--- config.mk ---
export PLATFORM = sky130hd
export DESIGN_NAME = uart_cmd_assembler
export DESIGN_NICKNAME = d
export VERILOG_FILES = /design/src/rtl/uart_cmd_assembler.sv
export SDC_FILE = /design/constraint.sdc
export NUM_CORES = 1
export LEC_CHECK = 0
export ABC_CLOCK_PERIOD_IN_PS = 1640
export BUFFER_PORTS_ARGS = -buffer_cell sky130_fd_sc_hd__buf_2
export CORE_ASPECT_RATIO = 1.1
export CORE_MARGIN = 8
export CORE_UTILIZATION = 50
export DETAILED_ROUTE_END_ITERATION = 7
export HOLD_SLACK_MARGIN = 0.1
export PLACE_DENSITY = 0.72
export SYNTH_ARGS = -nofsm -noshare
export SYNTH_HDL_FRONTEND = slang
export SYNTH_SLANG_ARGS = --single-unit
export TNS_END_PERCENT = 10
--- constraint.sdc ---
create_clock -name clk -period 1.64 [get_ports clk]
set_clock_uncertainty 0.05 [all_clocks]
set_input_delay 0.082 -clock clk [delete_from_list [all_inputs] [get_ports clk]]
set_output_delay 0.082 -clock clk [all_outputs]
set_load 0.03 [all_outputs]
--- src/rtl/uart_cmd_assembler.sv ---
// Assembles BYTES_PER_CMD received UART bytes (MSB first) into one command word,
// handed to the command processor through a cmd_rdy / clr_cmd_rdy handshake.
module uart_cmd_assembler #(
  parameter int BYTES_PER_CMD  = 2,
  parameter int TIMEOUT_CYCLES = 65536
) (
  input  logic                       clk,
  input  logic                       rst,
  input  logic                       rx_rdy,
  input  logic [7:0]                 rx_data,
  output logic                       clr_rdy,
  output logic [8*BYTES_PER_CMD-1:0] cmd,
  output logic                       cmd_rdy,
  input  logic                       clr_cmd_rdy,
  output logic                       overrun,
  output logic                       timeout_err
);

  localparam int CW = $clog2(BYTES_PER_CMD);
  localparam int SW = 8 * (BYTES_PER_CMD - 1);
  localparam int TW = $clog2(TIMEOUT_CYCLES);
  localparam logic [CW-1:0] LAST_BYTE = CW'(BYTES_PER_CMD - 1);
  localparam logic [TW-1:0] TIMER_MAX = TW'(TIMEOUT_CYCLES - 1);

  typedef enum logic {IDLE, COLLECT} state_t;

  state_t                     state_q, state_d;
  logic [CW-1:0]              count_q, count_d;
  logic [SW-1:0]              shift_q, shift_d;
  logic [TW-1:0]              timer_q, timer_d;
  logic [8*BYTES_PER_CMD-1:0] cmd_q, cmd_d;
  logic                       cmd_rdy_q, cmd_rdy_d;
  logic                       overrun_q, overrun_d;
  logic                       timeout_q, timeout_d;
  logic                       complete;
  logic [SW-1:0]              shift_in;

  // Every byte is consumed in the cycle it is offered, so the ack is just rdy.
  assign clr_rdy  = rx_rdy & ~rst;
  assign shift_in = (shift_q << 8) | SW'(rx_data);

  always_comb begin
    // NOTE: every output of this block gets a default first, so no path can infer a latch.
    state_d   = state_q;
    count_d   = count_q;
    shift_d   = shift_q;
    timer_d   = timer_q;
    cmd_d     = cmd_q;
    complete  = 1'b0;
    timeout_d = 1'b0;

    unique case (state_q)
      IDLE: begin
        if (rx_rdy) begin
          shift_d = shift_in;
          count_d = CW'(1);
          timer_d = '0;
          state_d = COLLECT;
        end
      end
      COLLECT: begin
        if (rx_rdy) begin
          timer_d = '0;
          if (count_q == LAST_BYTE) begin
            cmd_d    = {shift_q, rx_data};
            complete = 1'b1;
            count_d  = '0;
            state_d  = IDLE;
          end else begin
            shift_d = shift_in;
            count_d = count_q + CW'(1);
          end
        end else if (timer_q == TIMER_MAX) begin
          // Stalled partial command: drop it so the next byte starts a fresh word.
          count_d   = '0;
          timer_d   = '0;
          timeout_d = 1'b1;
          state_d   = IDLE;
        end else begin
          timer_d = timer_q + TW'(1);
        end
      end
      default: state_d = IDLE;
    endcase

    // Completion beats an ack in the same cycle; an unacked word being replaced is an overrun.
    cmd_rdy_d = complete | (cmd_rdy_q & ~clr_cmd_rdy);
    overrun_d = complete & cmd_rdy_q & ~clr_cmd_rdy;
  end

  // NOTE: state registers use non-blocking assignments so all flops update from pre-edge values.
  always_ff @(posedge clk or posedge rst) begin
    if (rst) begin
      state_q   <= IDLE;
      count_q   <= '0;
      shift_q   <= '0;
      timer_q   <= '0;
      cmd_q     <= '0;
      cmd_rdy_q <= 1'b0;
      overrun_q <= 1'b0;
      timeout_q <= 1'b0;
    end else begin
      state_q   <= state_d;
      count_q   <= count_d;
      shift_q   <= shift_d;
      timer_q   <= timer_d;
      cmd_q     <= cmd_d;
      cmd_rdy_q <= cmd_rdy_d;
      overrun_q <= overrun_d;
      timeout_q <= timeout_d;
    end
  end

  assign cmd         = cmd_q;
  assign cmd_rdy     = cmd_rdy_q;
  assign overrun     = overrun_q;
  assign timeout_err = timeout_q;

endmodule

==> reports/qor.txt <==
outcome = completed
synthesized-area fraction occupied by adder cells = 0.637%
total core area = 3870 um2
clk slew on worst S/H paths = 0.09 ns
Worst setup SP type = register
R2R Path End = timer_q[9]
clk_lat worst skew = 0.30 ns
number of diodes = 0
Buf+Inv Stages, Crit Path = 0
synthesized area = 1960 um2
hold endpoint = timer_q[15]
Critical Path RT = 1.76 ns
Synth Area in XOR/XNOR = 2.68%
r2r startpoint = timer_q[1]
die width = 75.8 um
Wirelength per Cell = 14.9 um
clock share of power = 17.6%
drt via density = 5.37
maximum clock insertion buffer count = 2
P_sw = 1.44 mW
peak supply drop = 0.964 mV
HPWL after detailed placement = 3130 um
Final nets = 244
hold crit path type = input pin to register
die area = 6190 um2
Pwr Total = 3.83 mW
largest family of logic cells by synthesized area = simple AND/OR/NAND/NOR gates
final worst-path cycle share = 100%
Clock Sink Count = 45
met1 WL = 1690 um
Slew Viols, Final = 0
Cell Rows = 24
number of placed I/O pins = 32
DRC violations left = 0
unrepaired setup endpoints after global routing = yes
reg2reg setup slack = 0.0002 ns
DRT antenna net count = 0
syn nets = 179
Fin Hold WS = 0.222 ns
final core utilization = 66.1%
worst rel slew slack = 78.2%
Area Overhead vs Synth = 30.3%
final setup fails = 0
number of distinct library cells after synthesis = 33
first-pass GRT wire length = 7180 um
post-synthesis simple-gate area fraction = 15.0%
GR Util All Layers = 15.2%
via count = 1525
Slowest Stage Delay on Critical Path = 0.52 ns
Reg power frac = 43.7%
Inserted Clock Buffers = 5
post-CTS setup buffer count = 0
Max Cap Viol = 0
TritonCTS clock tree = built
initial DRC count = 61
Switching Share = 37.5%
Hold Path Depth = 3
Fmax = 0.610 GHz
HP Start = rx_rdy
gr ovfl total = 0
I/O Buffers = 31
Root Buffer = clkbuf_8
1st-pass router iterations = 4
Critical Path Fanout Max = 10
Placer Congestion = 0.884
starting density of the core = 50.7%
mux cell area share after synthesis = 14.3%
crit path kind = register to register
Min Clock Period, post-route = 1.64 ns
Critical Path AT = 1.76 ns
Worst setup EP type = register
PwrDens = 1500 nW/um2
#FFs+latches synth = 45
r2r worst-path depth = 5
Mean Syn Cell Area = 11.8 um2
Leakage = 1.15 nW
Final Hold Viols = 0
Synth Instances = 166
largest net degree at the start of global routing = 28
top layer reached by signal wires = met4
vias in the first global route = 1607
Synth Area in Compound Gates = 7.39%
H-Tree Depth = 2
Crit-path slowest cell = or4_4
DR WL met2 = 2310 um
internal power = 2.39 mW
Syn. warnings = 0
sequential element share of the synthesized area = 57.3%
fraction of layout cells with a size suffix above 1 = 42.2%
Die Height = 81.7 um
worst slew pin tran = 0.324 ns
cell family with most CP delay = simple AND/OR/NAND/NOR gates
Comb power frac = 38.8%
initial antenna violation count = 0
Total Wirelength = 4230 um
critical-path cell list = ha_2 -> nand4_1 -> or4_4 -> a31oi_1 -> a21oi_1
WL met3 = 150 um
routing by layer:
layer,vias to the layer above,track usage [%]
met2,30,26.7
met5,-,0
met4,0,6.54
met3,8,4.76
met1,753,16.3
li1,734,-
worst max-delay path by stage:
stage / start / to / depth (start not counted)
after floorplan: timer_q[0] / timer_q[9] / 6
after global placement: timer_q[1] / timer_q[9] / 5
after detailed placement: timer_q[1] / timer_q[9] / 5
after CTS: timer_q[1] / timer_q[9] / 5
after global routing: timer_q[1] / timer_q[9] / 5
final: timer_q[1] / timer_q[9] / 5
layout make-up:
type                            instances  area (um2)
Inverter                                3        11.3
Multi-Input combinational cell        110         811
Tap cell                               52        65.1
Timing Repair Buffer                   66         455
Sequential cell                        45        1130
Clock buffer                            5        68.8
Clock inverter                          3        21.3
Fill cell                             293        1310
worst min-delay path: stages:
cell and delay, ns:
buf_2 0.13, buf_4 0.25, a311oi_1 0.07
what timing repair did:
| action | CTS | global route |
|---|---|---|
| pin swaps | 0 | 1 |
| hold buffers | 10 | 0 |
| hold endpoints to repair | 63 | 0 |
| endpoints found under the setup margin | 10 | 7 |
| resized for setup | 2 | 6 |
power groups by stage:
stage                     Clock [mW]  Sequential [mW]  Combinational [mW]
after global routing           0.757             1.72                1.58
after global placement             0             1.65                1.44
after floorplan                    0             2.08               0.578
after CTS                      0.707             1.67                1.50
final                          0.673             1.67                1.49
after detailed placement           0             1.68                1.49
through the flow:
stage          setup slack (ns)  instances  setup TNS, ns  area [um2]
3_3_place_gp            -0.0216        266        -0.0216        2350
6_report               0.000175        284              0        2560
3_5_place_dp             -0.107        266         -0.368        2350
4_1_cts                 0.00937        284              0        2550
2_1_floorplan            0.0164        166              0        1970
5_1_grt                 -0.0548        284         -0.120        2560
synth_stat cells:
| cell type | instances | area [um2] |
|---|---|---|
| nand3b_1 | 1 | 7.51 |
| ha_1 | 1 | 12.5 |
| mux2_2 | 25 | 282 |
| a21oi_1 | 7 | 35.0 |
| nand3_1 | 9 | 45.0 |
| dfrtp_1 | 45 | 1130 |
| or3_1 | 3 | 18.8 |
| and4_1 | 2 | 17.5 |
| a32oi_1 | 1 | 8.76 |
| nand2b_1 | 2 | 12.5 |
| a311oi_1 | 2 | 17.5 |
| xor2_1 | 5 | 43.8 |
| nand4_1 | 5 | 31.3 |
| nor2b_1 | 2 | 12.5 |
| nor3_1 | 1 | 5.00 |
| o31ai_1 | 1 | 7.51 |
| o21ai_0 | 1 | 5.00 |
| and2_1 | 2 | 12.5 |
| buf_2 | 2 | 10.0 |
| o211ai_1 | 1 | 7.51 |
| o21a_1 | 1 | 7.51 |
| a21boi_0 | 1 | 7.51 |
| nor4_1 | 3 | 18.8 |
| and3_1 | 2 | 12.5 |
| nor2_1 | 9 | 33.8 |
| buf_6 | 1 | 11.3 |
| xnor2_1 | 1 | 8.76 |
| a31oi_1 | 6 | 37.5 |
| inv_1 | 3 | 11.3 |
| or4_1 | 3 | 22.5 |
| a21boi_2 | 1 | 11.3 |
| clkbuf_1 | 5 | 18.8 |
| nand2_1 | 12 | 45.0 |
logic make-up after synthesis:
| kind of cell | Yosys count |
|---|---|
| adder cells (fa/ha/maj) | 1 |
| multiplexers | 25 |
| AO/OA/AOI/OAI | 22 |
| AND/OR/NAND/NOR | 56 |
| buffers and inverters | 11 |
| XOR/XNOR | 6 |
| flip-flops | 45 |
cells in the final DEF (no fill, tap or decap), types with 2 or more instances in the layout:
| cell | synthesis | layout |
|---|---|---|
| dfrtp_1 | 45 | 44 |
| buf_2 | 2 | 31 |
| mux2_2 | 25 | 25 |
| buf_4 | 0 | 24 |
| nand2_1 | 12 | 12 |
| dlygate4sd3_1 | 0 | 10 |
| nand3_1 | 9 | 9 |
| nor2_1 | 9 | 9 |
| a21oi_1 | 7 | 7 |
| a31oi_1 | 6 | 6 |
| nand4_1 | 5 | 5 |
| xor2_1 | 5 | 5 |
| clkbuf_8 | 0 | 5 |
| inv_1 | 3 | 3 |
| or3_1 | 3 | 3 |
| and3_1 | 2 | 2 |
| a311oi_1 | 2 | 2 |
| nor4_2 | 0 | 2 |
| nand2b_1 | 2 | 2 |
| or4_1 | 3 | 2 |
| nor2b_1 | 2 | 2 |
state kept, by name, indices dropped and copies added, names as in the netlist:
signal       count
overrun          1
timeout_err      1
count_q          1
cmd             16
cmd_rdy          1
timer_q         16
shift_q          8
state_q          1
(Power assumes the default switching activity.)
